### config.mk
export PLATFORM = sky130hd
export DESIGN_NAME = red_pitaya_daisy_deser
export DESIGN_NICKNAME = d
export VERILOG_FILES = /design/src/rtl/red_pitaya_daisy_deser.sv
export SDC_FILE = /design/constraint.sdc
export NUM_CORES = 1
export LEC_CHECK = 0
export ABC_AREA = 0
export CORE_MARGIN = 2
export CORE_UTILIZATION = 30
export DETAILED_ROUTE_END_ITERATION = 10
export PLACE_DENSITY_LB_ADDON = 0.12
export SYNTH_ARGS = -nofsm -noshare
export SYNTH_HDL_FRONTEND = slang
export SYNTH_SLANG_ARGS = --single-unit
### constraint.sdc
create_clock -name par_clk_i -period 3.3 [get_ports par_clk_i]
set_input_delay 0.66 -clock par_clk_i [delete_from_list [all_inputs] [get_ports par_clk_i]]
set_output_delay 0.66 -clock par_clk_i [all_outputs]
set_load 0.02 [all_outputs]
### src/rtl/red_pitaya_daisy_deser.sv
`timescale 1ns/1ps
// Daisy-chain word receiver: turns a bit-strobed serial stream into DW-bit words.
// Alignment is found by searching for the training word. Once locked, non-idle
// words are delivered on a one-cycle valid/data port and counted.
module red_pitaya_daisy_deser #(
  parameter int             DW        = 16,
  parameter logic [DW-1:0]  TRAIN_PAT = 16'h00FF,
  parameter int             LOCK_CNT  = 4
) (
  input  logic          par_clk_i,
  input  logic          par_rst_i,
  input  logic          ser_bit_en_i,
  input  logic          ser_dat_i,
  input  logic          cfg_en_i,
  input  logic          cfg_train_i,
  output logic          cfg_trained_o,
  output logic          par_dv_o,
  output logic [DW-1:0] par_dat_o,
  output logic [31:0]   stat_wrd_o,
  output logic [31:0]   stat_err_o
);

  localparam int CW = $clog2(DW);
  localparam int MW = $clog2(LOCK_CNT + 1);

  typedef enum logic [1:0] {
    ST_DISABLED,
    ST_SEARCH,
    ST_LOCKED
  } state_t;

  state_t state;
  state_t state_nxt;

  // Only DW-1 history bits are stored; the incoming bit completes the word.
  logic [DW-2:0] sr;
  logic [CW-1:0] bit_cnt;
  logic [MW-1:0] match_cnt;
  logic          train_q;

  logic [DW-1:0] nxt;
  logic          boundary;
  logic          word_is_train;
  logic          train_rise;
  logic          search_hit;
  logic [MW-1:0] match_next;

  assign nxt           = {sr, ser_dat_i};
  assign boundary      = ser_bit_en_i && (bit_cnt == CW'(DW - 1));
  assign word_is_train = (nxt == TRAIN_PAT);
  assign train_rise    = cfg_train_i && !train_q;
  // Before the first hit every bit position is a candidate; afterwards only word boundaries.
  assign search_hit    = ser_bit_en_i && word_is_train && ((match_cnt == '0) || boundary);
  assign match_next    = match_cnt + MW'(1);

  // State register.
  always_ff @(posedge par_clk_i or posedge par_rst_i) begin
    if (par_rst_i) begin
      state <= ST_DISABLED;
    end else begin
      state <= state_nxt;
    end
  end

  // Next-state decision; losing the enable overrides everything else.
  always_comb begin
    state_nxt = state;
    if (!cfg_en_i) begin
      state_nxt = ST_DISABLED;
    end else begin
      case (state)
        ST_DISABLED: if (cfg_train_i) state_nxt = ST_SEARCH;
        ST_SEARCH:   if (search_hit && (match_next == MW'(LOCK_CNT))) state_nxt = ST_LOCKED;
        ST_LOCKED:   if (train_rise) state_nxt = ST_SEARCH;
        default:     state_nxt = ST_DISABLED;
      endcase
    end
  end

  // Lock indication is a pure decode of the state.
  always_comb begin
    cfg_trained_o = (state == ST_LOCKED);
  end

  // Edge detector history for the training request.
  always_ff @(posedge par_clk_i or posedge par_rst_i) begin
    if (par_rst_i) begin
      train_q <= 1'b0;
    end else begin
      train_q <= cfg_train_i;
    end
  end

  // Shift register, bit position and training-match counter.
  always_ff @(posedge par_clk_i or posedge par_rst_i) begin
    if (par_rst_i) begin
      sr        <= '0;
      bit_cnt   <= '0;
      match_cnt <= '0;
    end else if (!cfg_en_i || (state == ST_DISABLED)) begin
      sr        <= '0;
      bit_cnt   <= '0;
      match_cnt <= '0;
    end else begin
      if (ser_bit_en_i) begin
        sr      <= nxt[DW-2:0];
        bit_cnt <= (bit_cnt == CW'(DW - 1)) ? '0 : bit_cnt + CW'(1);
      end
      if ((state == ST_SEARCH) && ser_bit_en_i) begin
        if (match_cnt == '0) begin
          if (word_is_train) begin
            bit_cnt   <= '0;
            match_cnt <= MW'(1);
          end
        end else if (boundary) begin
          match_cnt <= word_is_train ? match_next : '0;
        end
      end
      if ((state == ST_LOCKED) && train_rise) begin
        match_cnt <= '0;
      end
    end
  end

  // Word delivery and link statistics while locked; statistics survive disable.
  always_ff @(posedge par_clk_i or posedge par_rst_i) begin
    if (par_rst_i) begin
      par_dv_o   <= 1'b0;
      par_dat_o  <= '0;
      stat_wrd_o <= '0;
      stat_err_o <= '0;
    end else begin
      par_dv_o <= 1'b0;
      if (cfg_en_i && (state == ST_LOCKED) && boundary) begin
        if (nxt != '0) begin
          par_dv_o   <= 1'b1;
          par_dat_o  <= nxt;
          stat_wrd_o <= stat_wrd_o + 32'd1;
        end
        if (cfg_train_i && !word_is_train && (stat_err_o != '1)) begin
          stat_err_o <= stat_err_o + 32'd1;
        end
      end
    end
  end

endmodule

==> metrics.cfg, run 1 <==
[clock_network]
clockBufferDepth=2
cts_setup_buffers=0
clk_latency_ns=0.35
clkSinkCount=106
h-tree-depth=3
hold_buffers=0
cts_buffers=9
clk_pin_slew_worst_paths_ns=0.07
cts_tree=built
cts_root_buf=clkbuf_16
ctsResizeCount=0

[global_route]
grtUsageMet3=0.0261
overflow=0
grt_max_degree=39
use_met1=0.188
grt_pass1_wl_um=19300
grt_pass1_vias=3603
antenna_found_initial=0
top_usage_layer=met2
grt_util_all_layers=0.136
met2_usage=0.211

[worst_setup_path]
critical_path_required_ns=3.57
worstPathArrival_ns=2.77
path_cells=clkdlybuf4s50_1 > or4_1 > or4_4 > nand2_8 > inv_2 > nand4_1 > xnor2_1
cp.depth=7
reg2reg_from=sr[11]
startpoint_type=primary input
worstSetupEndpointType=register
rrSetupSlack_ns=0.94
critPathCapture=stat_wrd_o[4]
slowest_delay_ns=0.57
path_max_fanout=23
critical_path_class=primary input to register
r2r_end=stat_wrd_o[4]
reg2reg_depth=6
worstPathBufferInverterCount=2
crit_start=ser_dat_i
crit_slowest_cell=or4_4
critical-path-top-delay-family=simple AND/OR/NAND/NOR gates

[timing]
period_needed_ns=2.50
clock.fmax_mhz=401
grt_setup_unrepaired=false
setup_violations=0
holdWs_ns=0.468
maxSlewHeadroom=0.383
hold_viol=0
finalSetupTns_ns=0
clock_skew_ns=0.00909
worstMarginPinSlew_ns=0.923
final_max_slew_viol_count=0
fin_crit_sh=0.756

[power_and_ir_drop]
irDropWorstVdd_mv=0.299
p_per_area_nw_per_um2=387
power_mw=2.47
cellLeakagePower_nw=2.88

[route]
vias=3712
drt-wirelength-per-cell_um=14.6
avgViaCountPerCell=4.73
wl_um=11400
route.detailed.drc=0
drtIter0Drc=143
dr.pass1.iters=4
ant_nets=0

[synthesis]
yosys.area.top_type=dfrtp_1
synth_top_area_share=0.538
synth_area_um2=4930
yosysWarnings=0
avgSynthCellArea_um2=10.5
synth_edf_count=0
synth-seq-cells=106
synth_cell_types=46
yosysSeqAreaShare=0.538
synthFlopType=dfrtp_1
yosysMostFrequentCell=dfrtp_1
synthCells=468
synthTopCellsByArea=dfrtp_1 54%, xnor2_1 6.9%, nand2_1 5.6%, xor2_1 4.6%, nand4_1 3.8%
ys_async_sr_fraction=1.00
syn-num-nets=480
synth_commonest_cells=106 x dfrtp_1, 73 x nand2_1, 45 x nor2_1

[min_path]
hold_class=register to register

[finish]
fin_cells=784
drive_gt1_frac=0.0722
nets=575
diodes=0
syn_to_final_growth_pct=29.4

[place]
gp_congestion=0.773
io_buffers=87
dp.cells=768
hpwlAfterDp_um=8210

[run_status]
status=complete, no violations

[floorplan]
rows=46
core_area_um2=16000
fp.dieW_um=132
initial_core_util=0.308
fp.dieH_um=132
ioPinCount=88
die_area_um2=17500

[job]
drv_cap=0

## routing by layer
metal  routed length (um)  part of all wire
met5                    0                 0
met4                  226             0.020
met1                 5460              0.48
met2                 5310              0.46
met3                  438             0.038
## placed cells by master (no fill, tap or decap), drive strengths merged, types with 3 or more instances in the layout
| cell type | count |
|---|---|
| nor3 | 13 |
| clkdlybuf4s50 | 87 |
| inv | 15 |
| mux2i | 16 |
| o21ai | 6 |
| and2 | 3 |
| ha | 6 |
| xor2 | 26 |
| and3 | 13 |
| buf | 7 |
| clkbuf | 10 |
| nand3 | 23 |
| clkinv | 3 |
| nor4 | 9 |
| nand2 | 76 |
| or4 | 6 |
| nor2b | 4 |
| xnor2 | 39 |
| nor2 | 45 |
| dfrtp | 106 |
| a211oi | 3 |
| nand4 | 31 |
| and4 | 7 |
## sequential cells by signal, summed over array words and instances (netlist names)
name,count
train_q,1
par_dv_o,1
match_cnt,3
stat_err_o,32
par_dat_o,16
sr,15
bit_cnt,4
stat_wrd_o,32
state,2
## area by class of cell
type                       instances  area, um2
sequential                       106       2650
multi-input combinational        338       2160
inverter                          14       56.3
clock inverter                     6       62.6
clock buffer                      10        239
tap                              216        270
timing repair buffer              94        936
fill                            1596       9620
## how the worst min path moves through the flow
| stage | cells after the start | end | slack, ns | from |
|---|---|---|---|---|
| floorplan | 2 | par_dat_o[15] | 0.46 | sr[14] |
| global placement | 1 | stat_wrd_o[31] | 0.46 | stat_wrd_o[31] |
| detailed placement | 2 | par_dat_o[9] | 0.47 | par_dat_o[9] |
| CTS | 1 | stat_wrd_o[31] | 0.48 | stat_wrd_o[31] |
| global route | 1 | stat_wrd_o[31] | 0.49 | stat_wrd_o[31] |
| finish | 1 | stat_wrd_o[31] | 0.47 | stat_wrd_o[31] |
## per-stage QoR
step           instance area (um2)  utilization  worst slack [ns]
2_1_floorplan                 4930            -              1.06
5_1_grt                       6380        0.399             0.712
3_5_place_dp                  6080        0.380             0.416
4_1_cts                       6380        0.399             0.806
6_report                      6380        0.399             0.804
3_3_place_gp                  6080        0.380             0.454
## worst register-to-register path, stage by stage (launching register included)
cell and delay, ns:
dfrtp_1 0.41, or4_4 0.58, or4_4 0.64, nand2_8 0.17, inv_2 0.20, nand4_1 0.17
xnor2_1 0.12
## kinds of logic (layout without fill, tap and decap cells)
family | count (synthesis) | after routing | synth area share
xor+xnor | 65 | 65 | 0.115
buf+inv | 24 | 124 | 0.0236
flops | 106 | 106 | 0.538
compound gates | 15 | 15 | 0.0226
mux | 17 | 17 | 0.0348
simple gates | 235 | 235 | 0.250
fa+ha+maj | 6 | 6 | 0.0152
## power breakdown
| part | leakage [nW] | switching, mW | internal, mW |
|---|---|---|---|
| sequential | 1.44 | 0.00258 | 1.30 |
| clock | 0.153 | 0.487 | 0.611 |
| combinational | 1.28 | 0.0480 | 0.0216 |
(Power assumes the default switching activity.)
==> run 2, diff against run 1 <==
Clock period 3.3 ns to 2 ns, I/O delays scaled along.
==> run 2 against run 1 <==
  * The flow now finishes with violations (negative setup slack)
  * Clock power grew 75%
  * Setup slack lost 0.98 ns
  * Routed wire length grew 12%
  * Sequential share of layout area shrank 5.0 points
  * Critical endpoint is now stat_wrd_o[21]
  * Sequential power grew 65%
  * Critical path type is now register to register
  * Final cell count grew 8.8%
  * Combinational power grew 75%
==> metrics.cfg, run 2 (synthesis results as in run 1) <==
[floorplan]
ioPinCount=88  ; unchanged
die_area_um2=17500  ; unchanged
fp.dieH_um=132  ; unchanged
core_area_um2=16000  ; unchanged
fp.dieW_um=132  ; unchanged
rows=46  ; unchanged
initial_core_util=0.308  ; unchanged

[timing]
period_needed_ns=2.17
setup_violations=71  ; +71
maxSlewHeadroom=0.669  ; +0.286
grt_setup_unrepaired=true
fin_crit_sh=1.09
clock.fmax_mhz=460
worstMarginPinSlew_ns=0.495  ; -0.428 ns
finalWorstSetupSlack_ns=-0.174  ; -0.978 ns
clock_skew_ns=0.00660  ; -0.00249 ns
hold_viol=0  ; unchanged
final_max_slew_viol_count=0  ; unchanged
holdWs_ns=0.308  ; -0.160 ns

[finish]
fillers=1594  ; -0.13%
diodes=0  ; unchanged
drive_gt1_frac=0.237  ; +0.165
final_common_cell=dfrtp_1
reg_top3=stat_err_o: 32 flops, stat_wrd_o: 32 flops, par_dat_o: 16 flops
final_cell_mix=105 x dfrtp_1, 85 x clkdlybuf4s50_1, 66 x nand2_1
nets=644  ; +12%
syn_to_final_growth_pct=47.1
post-route-util=0.453  ; +0.0547

[global_route]
overflow=0  ; unchanged
grt_pass1_wl_um=21600  ; +12%
grt_max_degree=67  ; +72%
grt_pass1_vias=4165  ; +16%
grt_util_all_layers=0.152  ; +0.0156
antenna_found_initial=0  ; unchanged

[clock_network]
cts_tree=built
clockBufferDepth=2  ; unchanged
cts_buffers=9  ; unchanged
h-tree-depth=3  ; unchanged
cts_root_buf=clkbuf_16
clkSinkCount=106  ; unchanged
clk_pin_slew_worst_paths_ns=0.07  ; about the same
clk_latency_ns=0.34  ; about the same

[worst_setup_path]
critical_path_required_ns=2.22  ; -1.35 ns
critical_path_class=register to register
worstPathArrival_ns=2.39  ; -0.38 ns
path_max_fanout=7  ; -70%
startpoint_type=register
worstSetupEndpointType=register

[route]
avgViaCountPerCell=4.72  ; -0.26%
dr.pass1.iters=4  ; unchanged
ant_nets=0  ; unchanged
drt-wirelength-per-cell_um=15.0  ; +3.0%
drtIter0Drc=172  ; +20%
wl_um=12800  ; +12%
vias=4028  ; +8.5%
route.detailed.drc=0  ; unchanged

[place]
gp_congestion=0.815  ; +5.5%
io_buffers=87  ; unchanged
hpwlAfterDp_um=8910  ; +8.5%

[min_path]
hold_class=primary input to async pin

[power_and_ir_drop]
irDropWorstVdd_mv=0.384  ; +29%
cellLeakagePower_nw=3.35  ; +16%
p_per_area_nw_per_um2=577  ; +49%

[job]
drv_cap=0  ; unchanged

[run_status]
violations=negative setup slack
status=finished with violations

run 2: final timing paths:
check                             startpoint             end  slack, ns  cells past startpoint
worst min-delay path               par_rst_i    par_dat_o[6]       0.31                      2
min in group par_clk_i             ser_dat_i    par_dat_o[0]       0.40                      4
worst max register to register        sr[14]  stat_wrd_o[21]      -0.17                      5
worst max-delay path                  sr[14]  stat_wrd_o[21]      -0.17                      5
worst min register to register  par_dat_o[0]    par_dat_o[0]       0.47                      2
max in group asynchronous          par_rst_i   stat_wrd_o[5]       1.09                      3
run 2: power breakdown:
part | leakage (nW) | internal, mW | switching [mW] | total, mW
Sequential | 1.44 | 2.15 | 0.00329 | 2.15
Clock | 0.151 | 1.10 | 0.821 | 1.92
Combinational | 1.76 | 0.0407 | 0.0816 | 0.122
run 2: through the flow:
stage | worst slack (ns) | instances | total power [mW] | area, um2 | setup TNS (ns)
final | -0.174 | 853 | 4.19 | 7250 | -7.41
after global routing | -0.234 | 853 | 4.35 | 7250 | -12.83
after CTS | -0.167 | 853 | 4.26 | 7160 | -8.23
after detailed placement | -0.492 | 833 | 2.32 | 6630 | -30.81
after global placement | -0.473 | 833 | 2.31 | 6630 | -29.79
after floorplan | -0.114 | 468 | 2.26 | 4990 | -2.65
run 2: layout make-up:
cell class / count / area, um2 / share of cell area
well taps: 216 / 270 / 0.0373
clock buffers: 9 / 225 / 0.0311
flip-flops and latches: 106 / 2650 / 0.366
clock inverters: 7 / 93.8 / 0.0129
inverters: 14 / 68.8 / 0.00949
repair inverters: 2 / 22.5 / 0.00311
multi-input cells: 339 / 2430 / 0.336
repair buffers: 160 / 1480 / 0.205
run 2: worst max-delay path: stages (launching register included):
cell and delay, ns:
dfrtp_1 0.39, or4_4 0.55, or4_4 0.65, nand4_4 0.23, nor3_2 0.07, xor2_1 0.16
run 2: repair_timing:
action,4_1_cts,5_1_grt
hold buffers,0,0
endpoints found under the setup margin,91,89
pin swaps,24,16
gates cloned,3,0
resized for setup,39,21
buffers inserted,2,0
run 2: layer usage:
layer  up-vias  global-route usage  share of wire  wire (um)
met5         -                   0              0          0
met1      1987               0.209           0.48       6170
li1       1950                   -              -          -
met4         0              0.0430          0.011        145
met3        11              0.0354          0.047        598
met2        80               0.240           0.46       5920
==> run 3, diff against run 2 <==
Settings changed: SKIP_CTS_REPAIR_TIMING set to 1.
==> run 3 against run 2 <==
  * Routed wire length shrank 1.8%
  * Total power is essentially flat
  * Sequential power is essentially flat
  * Setup slack gained 0.0080 ns
  * Final cell count is the same
  * The flow still finishes with violations (negative setup slack)
  * Design area shrank 1.2%
  * Via count is essentially flat
  * Sequential share of layout area grew 0.43 points
  * Die area is the same
==> metrics.cfg, run 3 (synthesis results as in run 1) <==
[power_and_ir_drop]
power_mw=4.19  ; about the same
irDropWorstVdd_mv=0.385  ; +0.12%
p_per_area_nw_per_um2=584  ; +1.2%
cellLeakagePower_nw=3.33  ; -0.74%

[global_route]
grt_max_degree=67  ; unchanged
antenna_found_initial=0  ; unchanged
grt_pass1_wl_um=20800  ; -3.8%
met2_usage=0.223  ; -0.0171
overflow=0  ; unchanged
use_met1=0.202  ; -0.00708
grtUsageMet3=0.0361  ; +0.000769
grt_pass1_vias=4052  ; -2.7%
top_usage_layer=met2
grt_util_all_layers=0.145  ; -0.00697

[finish]
multi_input_area_um2=2350  ; -3.5%
fillers=1590  ; -0.25%
diodes=0  ; unchanged
reg_top3=stat_err_o: 32 flops, stat_wrd_o: 32 flops, par_dat_o: 16 flops
final_cell_mix=106 x dfrtp_1, 86 x clkdlybuf4s50_1, 67 x buf_4
final_common_cell=dfrtp_1
fin_cells=853  ; unchanged
nets=644  ; unchanged
regArea_um2=2650  ; about the same
syn_to_final_growth_pct=45.4
drive_gt1_frac=0.228  ; -0.00942
post-route-util=0.448  ; -0.00547

[run_status]
violations=negative setup slack
status=finished with violations

[floorplan]
core_area_um2=16000  ; unchanged
initial_core_util=0.308  ; unchanged
fp.dieW_um=132  ; unchanged
rows=46  ; unchanged
fp.dieH_um=132  ; unchanged
die_area_um2=17500  ; unchanged
ioPinCount=88  ; unchanged

[worst_setup_path]
worstSetupEndpointType=register
worstPathArrival_ns=2.45  ; +0.06 ns
startpoint_type=register
critical_path_required_ns=2.28  ; +0.06 ns
path_max_fanout=7  ; unchanged
critical_path_class=register to register

[timing]
clock_skew_ns=0.00533  ; -0.00127 ns
hold_viol=0  ; unchanged
clock.fmax_mhz=462  ; +0.37%
finalSetupTns_ns=-7.01  ; +0.396 ns
finalWorstSetupSlack_ns=-0.166  ; +0.00801 ns
period_needed_ns=2.17  ; -0.00800 ns
grt_setup_unrepaired=true
worstMarginPinSlew_ns=0.617  ; +0.122 ns
fin_crit_sh=1.08  ; -0.00400
maxSlewHeadroom=0.587  ; -0.0821
setup_violations=83  ; +17%
final_max_slew_viol_count=0  ; unchanged

[clock_network]
clockBufferDepth=2  ; unchanged
cts_root_buf=clkbuf_16
clk_pin_slew_worst_paths_ns=0.07  ; about the same
h-tree-depth=3  ; unchanged
cts_tree=built
clkSinkCount=106  ; unchanged
cts_buffers=9  ; unchanged
clk_latency_ns=0.34  ; about the same

[place]
dp_slack_ns=-0.492  ; unchanged
io_buffers=87  ; unchanged
hpwlAfterDp_um=8910  ; unchanged
dp.cells=833  ; unchanged
gp_congestion=0.815  ; unchanged

[min_path]
hold_class=primary input to async pin

[route]
vias=4029  ; +0.025%
ant_nets=0  ; unchanged
drtIter0Drc=161  ; -6.4%
avgViaCountPerCell=4.72  ; about the same
wl_um=12600  ; -1.8%
route.detailed.drc=0  ; unchanged
dr.pass1.iters=4  ; unchanged
drt-wirelength-per-cell_um=14.8  ; -1.8%

[job]
drv_cap=0  ; unchanged

==> run 3: changes by cell type in the layout (fill, tap and decap cells not counted), sizes merged <==
cell | previous run | this run
clkbuf | 9 | 10
inv | 15 | 13
clkdlybuf4s50 | 85 | 86
buf | 73 | 74
dlygate4sd2 | 1 | 0
==> run 3: cell type report <==
cell class	count	area share
inverters	14	0.00960
multi-input cells	339	0.328
clock buffers	9	0.0314
well taps	216	0.0377
repair buffers	162	0.210
clock inverters	7	0.0131
flip-flops and latches	106	0.370
==> run 3: path summary, 6_finish.rpt <==
| path | from | endpoint | slack (ns) | depth (start not counted) |
|---|---|---|---|---|
| setup / recovery | sr[11] | par_dat_o[5] | -0.17 | 7 |
| hold / removal | par_rst_i | par_dat_o[6] | 0.31 | 2 |
| setup reg to reg | sr[11] | par_dat_o[5] | -0.17 | 7 |
| hold reg to reg | par_dat_o[2] | par_dat_o[2] | 0.48 | 2 |
| max in group asynchronous | par_rst_i | stat_err_o[25] | 1.09 | 3 |
| min in group par_clk_i | par_dat_o[2] | par_dat_o[2] | 0.48 | 2 |
==> run 3: critical path: stages (launching register included) <==
cell       delay (ns)
dfrtp_1          0.39
or4_4            0.55
or4_4            0.65
nand2_8          0.13
buf_6            0.12
clkbuf_16        0.16
nand2_2          0.04
nand2_1          0.06
==> run 3: metrics by stage <==
| stage | hold WS [ns] | area, um2 |
|---|---|---|
| after floorplan | 0.431 | 4990 |
| after global placement | 0.459 | 6630 |
| after detailed placement | 0.461 | 6630 |
| after CTS | 0.299 | 6950 |
| after global routing | 0.325 | 7170 |
| final | 0.308 | 7170 |
==> run 3: layer usage <==
metal	vias to the layer above	routed length [um]
li1	1947	-
met1	1974	6120
met2	90	5660
met3	18	647
met4	0	170
met5	-	0
==> run 3: power breakdown <==
group          switching (mW)  leakage, nW  internal [mW]
Combinational          0.0817         1.73         0.0413
Clock                   0.819        0.151           1.10
Sequential            0.00336         1.44           2.15
Total                   0.904         3.33           3.28
